==> config.mk <==
export PLATFORM = sky130hd
export DESIGN_NAME = bcd_modn_ctrl_flat
export DESIGN_NICKNAME = d
export VERILOG_FILES = /design/src/rtl/bcd_ctrl_pkg.sv /design/src/rtl/bcd_modn_ctrl_if.sv /design/src/rtl/bcd_digit.sv /design/src/rtl/bcd_modn_ctrl.sv /design/src/flat_wrapper.sv
export SDC_FILE = /design/constraint.sdc
export NUM_CORES = 1
export LEC_CHECK = 0
export BUFFER_PORTS_ARGS = -buffer_cell sky130_fd_sc_hd__buf_2
export CAP_MARGIN = 25
export CORE_MARGIN = 2
export CORE_UTILIZATION = 54
export DETAILED_ROUTE_END_ITERATION = 7
export HOLD_SLACK_MARGIN = 0.06
export PLACE_DENSITY = 0.79
export SYNTH_ARGS = -nofsm -noshare
export SYNTH_HDL_FRONTEND = slang
export SYNTH_SLANG_ARGS = --single-unit
==> constraint.sdc <==
create_clock -name CP -period 3.65 [get_ports CP]
set_input_delay 0.5475 -clock CP [delete_from_list [all_inputs] [get_ports CP]]
set_output_delay 0.5475 -clock CP [all_outputs]
set_load 0.02 [all_outputs]
==> src/rtl/bcd_ctrl_pkg.sv <==
`default_nettype none
// ============================================================================
//  Module  : bcd_ctrl_pkg
//  Purpose : Shared types and constants for the BCD modulus controller:
//            FSM state encoding, digit width/maximum and the limit check.
//  Rev     : 1.0  initial release
// ============================================================================
package bcd_ctrl_pkg;

  localparam int              BCD_W   = 4;
  localparam logic [BCD_W-1:0] BCD_MAX = 4'd9;

  typedef enum logic [1:0] {
    ST_IDLE  = 2'd0,
    ST_RUN   = 2'd1,
    ST_PAUSE = 2'd2,
    ST_DONE  = 2'd3
  } state_t;

  // A modulus is usable only when both digits are decimal and it is not 00.
  function automatic logic limit_valid(input logic [BCD_W-1:0] t,
                                       input logic [BCD_W-1:0] u);
    return (t <= BCD_MAX) && (u <= BCD_MAX) && ({t, u} != '0);
  endfunction

endpackage
`default_nettype wire

==> src/rtl/bcd_modn_ctrl_if.sv <==
`default_nettype none
// ============================================================================
//  Module  : bcd_modn_ctrl_if
//  Purpose : Control/status bundle between a host and bcd_modn_ctrl.
//            WRAP_CNT is present only when BCD_WRAP_CNT_EN is defined.
//  Rev     : 1.0  initial release
// ============================================================================
interface bcd_modn_ctrl_if;
  import bcd_ctrl_pkg::*;

  logic             START;
  logic             STOP;
  logic             CLR;
  logic             TICK;
  logic [BCD_W-1:0] LIMIT_T;
  logic [BCD_W-1:0] LIMIT_U;
  logic [BCD_W-1:0] Q_T;
  logic [BCD_W-1:0] Q_U;
  logic             TC;
  logic             RUNNING;
  logic             ERR;
`ifdef BCD_WRAP_CNT_EN
  logic [7:0]       WRAP_CNT;

  modport master (output START, STOP, CLR, TICK, LIMIT_T, LIMIT_U,
                  input  Q_T, Q_U, TC, RUNNING, ERR, WRAP_CNT);
  modport slave  (input  START, STOP, CLR, TICK, LIMIT_T, LIMIT_U,
                  output Q_T, Q_U, TC, RUNNING, ERR, WRAP_CNT);
`else
  modport master (output START, STOP, CLR, TICK, LIMIT_T, LIMIT_U,
                  input  Q_T, Q_U, TC, RUNNING, ERR);
  modport slave  (input  START, STOP, CLR, TICK, LIMIT_T, LIMIT_U,
                  output Q_T, Q_U, TC, RUNNING, ERR);
`endif

endinterface
`default_nettype wire

==> src/rtl/bcd_digit.sv <==
`default_nettype none
// ============================================================================
//  Module  : bcd_digit
//  Purpose : Single decade counter cell, 0..9 with wrap. CLR and LOAD0 both
//            force 0; CO flags that this enabled increment rolls 9 -> 0.
//  Rev     : 1.0  initial release
// ============================================================================
module bcd_digit
  import bcd_ctrl_pkg::*;
(
  input  wire              CP,
  input  wire              RST,
  input  wire              EN,
  input  wire              CLR,
  input  wire              LOAD0,
  output logic [BCD_W-1:0] Q,
  output logic             CO
);

  logic [BCD_W-1:0] r_q;

  // Decade count with synchronous zero-load taking precedence over counting.
  always_ff @(posedge CP or posedge RST) begin
    if (RST) begin
      r_q <= '0;
    end else if (CLR || LOAD0) begin
      r_q <= '0;
    end else if (EN) begin
      r_q <= (r_q == BCD_MAX) ? '0 : r_q + 1'b1;
    end
  end

  assign Q  = r_q;
  assign CO = EN & (r_q == BCD_MAX);

endmodule
`default_nettype wire

==> src/rtl/bcd_modn_ctrl.sv <==
`default_nettype none
// ============================================================================
//  Module  : bcd_modn_ctrl
//  Purpose : Run/stop/pause controller for a two-digit BCD counter with a
//            programmable modulus, wrap pulse and optional one-shot mode.
//            Optional wrap counter enabled by defining BCD_WRAP_CNT_EN.
//  Rev     : 1.0  initial release
// ============================================================================
module bcd_modn_ctrl
  import bcd_ctrl_pkg::*;
#(
  parameter int ONESHOT = 0
)
(
  input  wire            CP,
  input  wire            RST,
  bcd_modn_ctrl_if.slave bus
);

  state_t           r_state;
  logic [BCD_W-1:0] r_lim_t;
  logic [BCD_W-1:0] r_lim_u;
  logic             r_tc;
  logic             r_err;

  logic [BCD_W-1:0] w_q_t;
  logic [BCD_W-1:0] w_q_u;
  logic             w_u_co;
  logic             w_t_co;
  logic             w_count;
  logic [BCD_W-1:0] w_nxt_t;
  logic [BCD_W-1:0] w_nxt_u;
  logic             w_wrap;

  // CLR and STOP both outrank a tick, and only RUN ever counts.
  assign w_count = (r_state == ST_RUN) & ~bus.CLR & ~bus.STOP & bus.TICK;

  // Value the chain would show after this increment, used for the limit match.
  assign w_nxt_u = w_u_co ? '0 : w_q_u + 1'b1;
  assign w_nxt_t = w_u_co ? w_q_t + 1'b1 : w_q_t;

  // A tens carry can only occur at 99, which any legal limit already catches;
  // folding it in keeps the chain from silently rolling over without a TC.
  assign w_wrap = w_count & (({w_nxt_t, w_nxt_u} == {r_lim_t, r_lim_u}) | w_t_co);

  bcd_digit u_digit_u (
    .CP    (CP),
    .RST   (RST),
    .EN    (w_count),
    .CLR   (bus.CLR),
    .LOAD0 (w_wrap),
    .Q     (w_q_u),
    .CO    (w_u_co)
  );

  bcd_digit u_digit_t (
    .CP    (CP),
    .RST   (RST),
    .EN    (w_u_co),
    .CLR   (bus.CLR),
    .LOAD0 (w_wrap),
    .Q     (w_q_t),
    .CO    (w_t_co)
  );

  // Control FSM with limit shadowing and registered TC/ERR.
  always_ff @(posedge CP or posedge RST) begin
    if (RST) begin
      r_state <= ST_IDLE;
      r_lim_t <= '0;
      r_lim_u <= '0;
      r_tc    <= 1'b0;
      r_err   <= 1'b0;
    end else if (bus.CLR) begin
      r_state <= ST_IDLE;
      r_tc    <= 1'b0;
      r_err   <= 1'b0;
    end else begin
      r_tc <= w_wrap;
      case (r_state)
        ST_IDLE, ST_DONE: begin
          if (!bus.STOP && bus.START) begin
            if (limit_valid(bus.LIMIT_T, bus.LIMIT_U)) begin
              r_lim_t <= bus.LIMIT_T;
              r_lim_u <= bus.LIMIT_U;
              r_err   <= 1'b0;
              r_state <= ST_RUN;
            end else begin
              r_err   <= 1'b1;
            end
          end
        end
        ST_RUN: begin
          if (bus.STOP) begin
            r_state <= ST_PAUSE;
          end else if (w_wrap && (ONESHOT != 0)) begin
            r_state <= ST_DONE;
          end
        end
        ST_PAUSE: begin
          if (!bus.STOP && bus.START) begin
            r_state <= ST_RUN;
          end
        end
        default: r_state <= ST_IDLE;
      endcase
    end
  end

`ifdef BCD_WRAP_CNT_EN
  logic [7:0] r_wrap_cnt;

  // Saturating count of modulus wraps since the last reset or clear.
  always_ff @(posedge CP or posedge RST) begin
    if (RST) begin
      r_wrap_cnt <= '0;
    end else if (bus.CLR) begin
      r_wrap_cnt <= '0;
    end else if (w_wrap && (r_wrap_cnt != 8'hFF)) begin
      r_wrap_cnt <= r_wrap_cnt + 8'd1;
    end
  end

  assign bus.WRAP_CNT = r_wrap_cnt;
`endif

  assign bus.Q_T     = w_q_t;
  assign bus.Q_U     = w_q_u;
  assign bus.TC      = r_tc;
  assign bus.ERR     = r_err;
  assign bus.RUNNING = (r_state == ST_RUN);

endmodule
`default_nettype wire

==> src/flat_wrapper.sv <==
// flat-port wrapper written by rule: the top's interface ports become plain ports
module bcd_modn_ctrl_flat import bcd_ctrl_pkg::*;
#(
  parameter int ONESHOT = 0
)
  (CP, RST, bus_START, bus_STOP, bus_CLR, bus_TICK, bus_LIMIT_T, bus_LIMIT_U, bus_Q_T, bus_Q_U, bus_TC, bus_RUNNING, bus_ERR);
  bcd_modn_ctrl_if bus_i ();
  input  wire CP;
  input  wire RST;
  input wire logic [$bits(bus_i.START)-1:0] bus_START;
  input wire logic [$bits(bus_i.STOP)-1:0] bus_STOP;
  input wire logic [$bits(bus_i.CLR)-1:0] bus_CLR;
  input wire logic [$bits(bus_i.TICK)-1:0] bus_TICK;
  input wire logic [$bits(bus_i.LIMIT_T)-1:0] bus_LIMIT_T;
  input wire logic [$bits(bus_i.LIMIT_U)-1:0] bus_LIMIT_U;
  output wire logic [$bits(bus_i.Q_T)-1:0] bus_Q_T;
  output wire logic [$bits(bus_i.Q_U)-1:0] bus_Q_U;
  output wire logic [$bits(bus_i.TC)-1:0] bus_TC;
  output wire logic [$bits(bus_i.RUNNING)-1:0] bus_RUNNING;
  output wire logic [$bits(bus_i.ERR)-1:0] bus_ERR;
  assign bus_i.START = bus_START;
  assign bus_i.STOP = bus_STOP;
  assign bus_i.CLR = bus_CLR;
  assign bus_i.TICK = bus_TICK;
  assign bus_i.LIMIT_T = bus_LIMIT_T;
  assign bus_i.LIMIT_U = bus_LIMIT_U;
  assign bus_Q_T = bus_i.Q_T;
  assign bus_Q_U = bus_i.Q_U;
  assign bus_TC = bus_i.TC;
  assign bus_RUNNING = bus_i.RUNNING;
  assign bus_ERR = bus_i.ERR;
  bcd_modn_ctrl #(.ONESHOT(ONESHOT)) u_core (.CP(CP), .RST(RST), .bus(bus_i));
endmodule
Word-level counts from Yosys, hierarchy flattened

Cells that the tools add are included.

Add/subtract/negate cells: 2
$lt $le $gt $ge: 2
Eq/ne operators: 10
Mux-type cells: 19
Bitwise logic cells: 9
Reduce and logical (&&, ||, !) cells: 15

Operators with widths:

| kind                  | count |
|---|---|
| $mux W4               | 8 |
| $mux W2               | 5 |
| $ne A3 B2 Y1 const B  | 3 |
| $add A4 B1 Y4 const B | 2 |
| $eq A4 B4 Y1 const B  | 2 |
| $eq A8 B8 Y1          | 1 |
| $le A4 B4 Y1 const B  | 2 |
| $reduce_and A4 Y1     | 2 |
| $reduce_bool A2 Y1    | 4 |
| $reduce_bool A8 Y1    | 1 |
| $and A1 B1 Y1         | 6 |
| $pmux W2 S3           | 1 |
| $mux W1               | 5 |
| $eq A2 B2 Y1 const B  | 2 |
| $logic_and A1 B1 Y1   | 3 |
| $ne A3 B3 Y1 const B  | 1 |
| $eq A2 B1 Y1 const B  | 1 |
| $logic_not A2 Y1      | 1 |
| $not A1 Y1            | 2 |
| $reduce_and A2 Y1     | 1 |
| $reduce_or A2 Y1      | 1 |
| $logic_not A1 Y1      | 1 |
| $logic_or A1 B1 Y1    | 1 |
| $or A1 B1 Y1          | 1 |

Register bits after elaboration: 20
Input bits: 14
Output and inout port bits: 11
Logic and storage cells: 64

Logic depth before layout (Yosys ltp)

Depth in word-level cells: 11
Mapped depth: 10
Mapped depth without buffers: 9

Cells and area by module

A second synthesis with hierarchy kept.

Cells, all modules: 134
Area total of the unflattened synthesis: 1298.7 um2

By module, submodules not included:

| module        | instances | cells an instance | area an instance (um2) | seq. area each (um2) |
|---|---|---|---|---|
| bcd_modn_ctrl | 1         | 78                | 795.8                  | 300.3 |
| bcd_digit     | 2         | 28                | 251.5                  | 100.1 |

Least setup slack after synthesis

Ideal clock, no wire load.

Path kind: register to register
Start: register u_core.r_state[1]
End: register u_core.u_digit_u.r_q[2] (netlist: u_core.u_digit_u.Q[2])
Library setup time: 0.122 ns
Arrival time: 2.584 ns
Required time: 3.528 ns
Setup slack: 0.944 ns
Cell stages (with the launch flop): 10
Buffers on the path: 0
Period minus slack after synthesis: 2.706 ns
Cell sequence: dfrtp_1 > inv_1 > ha_1 > and4bb_2 > nand3_1 > xnor2_1 > or4_4 > nor4b_4 > o21ai_2 > a32o_1

Longest elaborated chain between the ends: 11
Elaborated cells on any way between the ends: 14
Classes of those cells: 2 x eq/ne; 3 x mux; 7 x bitwise; 2 x reduce/logical

RTL lines:

| item                                          | RTL line                                 | RTL |
|---|---|---|
| start: declaration                            | bcd_modn_ctrl.sv:20                      | `state_t r_state;` |
| start signal: assignment                      | bcd_modn_ctrl.sv:69                      | `r_state <= ST_IDLE;` |
| start signal: assignment                      | bcd_modn_ctrl.sv:75                      | `r_state <= ST_IDLE;` |
| start signal: assignment                      | bcd_modn_ctrl.sv:87                      | `r_state <= ST_RUN;` |
| $eq A2 B1 Y1 *                                | -                                        |  |
| named net bus_RUNNING                         | flat_wrapper.sv:19                       | `output wire logic [$bits(bus_i.RUNNING)-1:0] bus_RUNNING;` |
| $and A1 B1 Y1 * (3 in a row)                  | bcd_modn_ctrl.sv:36                      | `assign w_count = (r_state == ST_RUN) & ~bus.CLR & ~bus.STOP & bus.TICK;` |
| $and A1 B1 Y1                                 | bcd_digit.sv:34                          | `assign CO = EN & (r_q == BCD_MAX);` |
| $mux W4, on equally long branches             | bcd_modn_ctrl.sv:39, bcd_modn_ctrl.sv:40 |  |
| $eq A8 B8 Y1                                  | bcd_modn_ctrl.sv:44                      | `assign w_wrap = w_count & (({w_nxt_t, w_nxt_u} == {r_lim_t, r_lim_u}) \| w_t_co);` |
| $or A1 B1 Y1                                  | bcd_modn_ctrl.sv:44                      |  |
| $and A1 B1 Y1                                 | bcd_modn_ctrl.sv:44                      |  |
| $logic_or A1 B1 Y1                            | bcd_digit.sv:26                          | `end else if (CLR \|\| LOAD0) begin` |
| $mux W4 or $reduce_bool A2 Y1 (tied branches) | -                                        |  |
| end signal: assignment                        | bcd_digit.sv:29                          | `r_q <= (r_q == BCD_MAX) ? '0 : r_q + 1'b1;` |
| end: declaration                              | bcd_digit.sv:20                          | `logic [BCD_W-1:0] r_q;` |

The timed path passes the listed nets; every way through them passes the cells marked *.
A chain may end at the register's enable or synchronous reset.

Worst setup path after layout

Start: register u_core.u_digit_u.r_q[0] (netlist: u_core.u_digit_u.Q[0])
End: register u_core.u_digit_t.r_q[3] (netlist: u_core.u_digit_t.Q[3])

Longest elaborated chain between the ends: 8
Elaborated cells on any way between the ends: 12
Classes of those cells: 1 x add/sub; 2 x eq/ne; 3 x mux; 4 x bitwise; 2 x reduce/logical

RTL lines:

| item                                                  | RTL line |
|---|---|
| branches (longest 8 deep; another with $add A4 B1 Y4) | - |
| end signal: assignment                                | bcd_digit.sv:29 |
| end: declaration                                      | bcd_digit.sv:20 |

Parallel ways; which one is timed is not known.

==> flow_metrics.py <==
metrics = {
    "logic_synthesis": {
        "ys_seq_area_share_pct": 38.8,
        "netlist_instances": 128,
        "yosysWarnings": 0,
        "ys_async_sr_fraction_pct": 100,
        "synth_top_area_cell": "dfrtp_1",
        "synth_edf_count": 0,
        "syn_nets": 148,
        "synth_ff_type": "dfrtp_1",
        "synth.top_cell.area_share_pct": 38.8,
        "syn-cell-area_mm2": 0.00129,
        "avgSynthCellArea_um2": 10.1,
        "synth_seq_cells": 20,
        "synth_area_leaders": "dfrtp_1 39%, mux2_2 7.0%, xnor2_1 6.1%",
        "ys_types": 38,
    },
    "routing": {
        "route.detailed.drc": 0,
        "first_pass_iters": 5,
        "wire_per_inst_um": 14.6,
        "vias_per_cell": 5.75,
        "final_antenna_net_count": 0,
        "wirelength_um": 2590,
        "via_count": 1023,
        "dr.first_iter.drc_count": 16,
    },
    "sta": {
        "worst_pin_slew_ps": 762,
        "fin_crit_sh_pct": 78.9,
        "drv_slew": 0,
        "rsz0062_at_grt": "false",
        "max_clock_freq_mhz": 347,
        "fin_crit_ps": 2880,
        "setup_viol": 0,
        "whs_ps": 355,
        "relSlewSlack_pct": 49.1,
        "setup_tns_ps": 0,
        "hold_viol": 0,
        "setup_ws_ps": 769,
        "fin_skew_ps": 6.34,
    },
    "worst_setup_path": {
        "cp_data_arrival_time_ps": 3080,
        "crit_path_end_kind": "flip-flop",
        "crit_fanout": 9,
        "path_cells": "ha_1, and3b_1, nand3_1, xnor2_1, or4_4, nor4b_4, or3_1, nor2_1",
        "path_buf_inv": 0,
        "startpoint_type": "flip-flop",
        "required_ps": 3850,
        "cp_slowest_stage_delay_ps": 540,
        "critPathSlowestCell": "or4_4",
        "crit_type": "reg2reg",
        "cpLargestDelayFamily": "simple AND/OR/NAND/NOR gates",
    },
    "layout": {
        "syn_to_final_growth_pct": 10.9,
        "final_cell_mix": "24 x buf_2, 20 x dfrtp_1, 13 x nand2_1",
        "layout_commonest_cell": "buf_2",
        "fin_nets": 172,
        "n_antenna_cell": 0,
        "final_util_pct": 64.1,
        "drive_above_1_share_pct": 29.3,
    },
    "run": {
        "maxCapViolCount": 0,
    },
    "clock_tree": {
        "clk_latency_ps": 310,
        "cts-buffers-inserted": 3,
        "clk_pin_slew_worst_paths_ps": 110,
        "cts_buffer_depth": 2,
        "cts-root-buf": "clkbuf_4",
        "clkSinkCount": 20,
        "htreeDepth": 1,
        "cts_resized": 0,
        "cts_hold_buf": 0,
        "cts_tree": "done",
        "post-cts-setup-buffers": 0,
    },
    "floorplan": {
        "num_rows": 17,
        "io_pins": 25,
        "initial_core_util_pct": 57.8,
        "die_h_um": 52.9,
        "die_w_um": 52.9,
        "core_area_mm2": 0.00223,
        "dieArea_mm2": 0.00280,
    },
    "power": {
        "power_density_mw_per_mm2": 481,
        "power.leakage_nw": 0.694,
        "power.share.clock_pct": 15.6,
        "p_sw_share_pct": 35.3,
        "p_sw_mw": 0.243,
        "max-vdd-ir-drop_uv": 307,
        "comb_power_share_pct": 37.2,
        "seqPwrFrac_pct": 47.2,
        "internal_power_mw": 0.445,
    },
    "global_route": {
        "grt_remaining_overflow": 0,
        "grt_max_degree": 21,
        "antenna_found_initial": 0,
        "grtUsageTotal_pct": 21.0,
        "grt_pass1_vias": 953,
        "grt_pass1_wl_um": 4240,
    },
    "placement": {
        "port_buffers": 24,
        "place_congestion": 0.816,
        "place_hpwl_um": 2040,
        "dp_slack_ps": 836,
    },
    "outcome": {
        "status": "finished clean",
    },
    "worst_hold_path": {
        "hold_path.class": "in2async",
    },
}
flip-flops by register name (all words and copies together), names as in the netlist:
name and count:
u_core.r_state 2, u_core.bus.ERR 1, u_core.u_digit_t.Q 4, u_core.r_lim_t 4, u_core.u_digit_u.Q 4, u_core.bus.TC 1, u_core.r_lim_u 4
final cells by class:
| cell class | count | area, um^2 |
|---|---|---|
| Fill cell | 189 | 802 |
| Multi-Input combinational cell | 97 | 731 |
| Clock buffer | 3 | 22.5 |
| Timing Repair Buffer | 24 | 120 |
| Tap cell | 28 | 35.0 |
| Sequential cell | 20 | 500 |
| Inverter | 6 | 22.5 |
per-layer routing:
| metal | GRT usage [%] | part of all wire [%] | routed length (um) | vias up |
|---|---|---|---|---|
| met2 | 35.2 | 47 | 1220 | 34 |
| met3 | 2.54 | 4.2 | 110 | 9 |
| met1 | 27.6 | 46 | 1200 | 483 |
| met4 | 8.12 | 2.3 | 60 | 0 |
| met5 | 0 | 0 | 0 | - |
| li1 | - | - | - | 497 |
cells in the mapped netlist (3+ instances only):
library cell,instances
a21oi_1,5
dfrtp_1,20
ha_1,6
inv_1,6
mux2_2,8
nand2_1,13
nand3_1,4
nor2_1,10
nor3_1,3
nor4_1,3
o21ai_0,3
xnor2_1,9
xor2_1,5
path summary, 6_finish.rpt:
kind,from,to,slack [ps],cells after the start
min reg2reg,u_core.r_lim_t[0],u_core.r_lim_t[0],540,1
max,u_core.u_digit_u.Q[0],u_core.u_digit_t.Q[3],770,8
min,RST,u_core.u_digit_u.Q[2],350,2
max in group asynchronous,RST,u_core.r_lim_t[2],2820,2
max reg2reg,u_core.u_digit_u.Q[0],u_core.u_digit_t.Q[3],770,8
min in group CP,bus_LIMIT_U[0],u_core.r_lim_u[0],490,2
worst register-to-register path: cells and delay by family (launching register included):
family	cells	cell delay, ps
and+or+nand+nor	6	1890
DFF	1	490
adders and majority gates	1	240
xor gates and xnor gates	1	160
power groups by stage:
stage               Sequential, mW  Combinational [mW]  Clock [mW]
finish                       0.325               0.256       0.107
global route                 0.333               0.281       0.113
CTS                          0.325               0.257       0.105
detailed placement           0.330               0.257           0
global placement             0.326               0.244           0
floorplan                    0.320               0.204           0
stage by stage:
stage	area, um^2	instances	power, mW
global route	1430	178	0.726
detailed placement	1410	175	0.586
finish	1430	178	0.688
CTS	1430	178	0.687
global placement	1410	175	0.570
floorplan	1290	128	0.525
cell families (layout without fill, tap and decap cells):
kind of cell / count (synthesis) / in the layout / synth area share, %
compound gates: 14 / 14 / 6.88
xor+xnor: 14 / 14 / 9.50
fa+ha+maj: 6 / 6 / 5.81
buf+inv: 11 / 33 / 4.65
flops: 20 / 20 / 38.8
mux: 10 / 10 / 8.53
simple gates: 53 / 53 / 25.9
No activity file was read; power rests on OpenSTA's default activity.
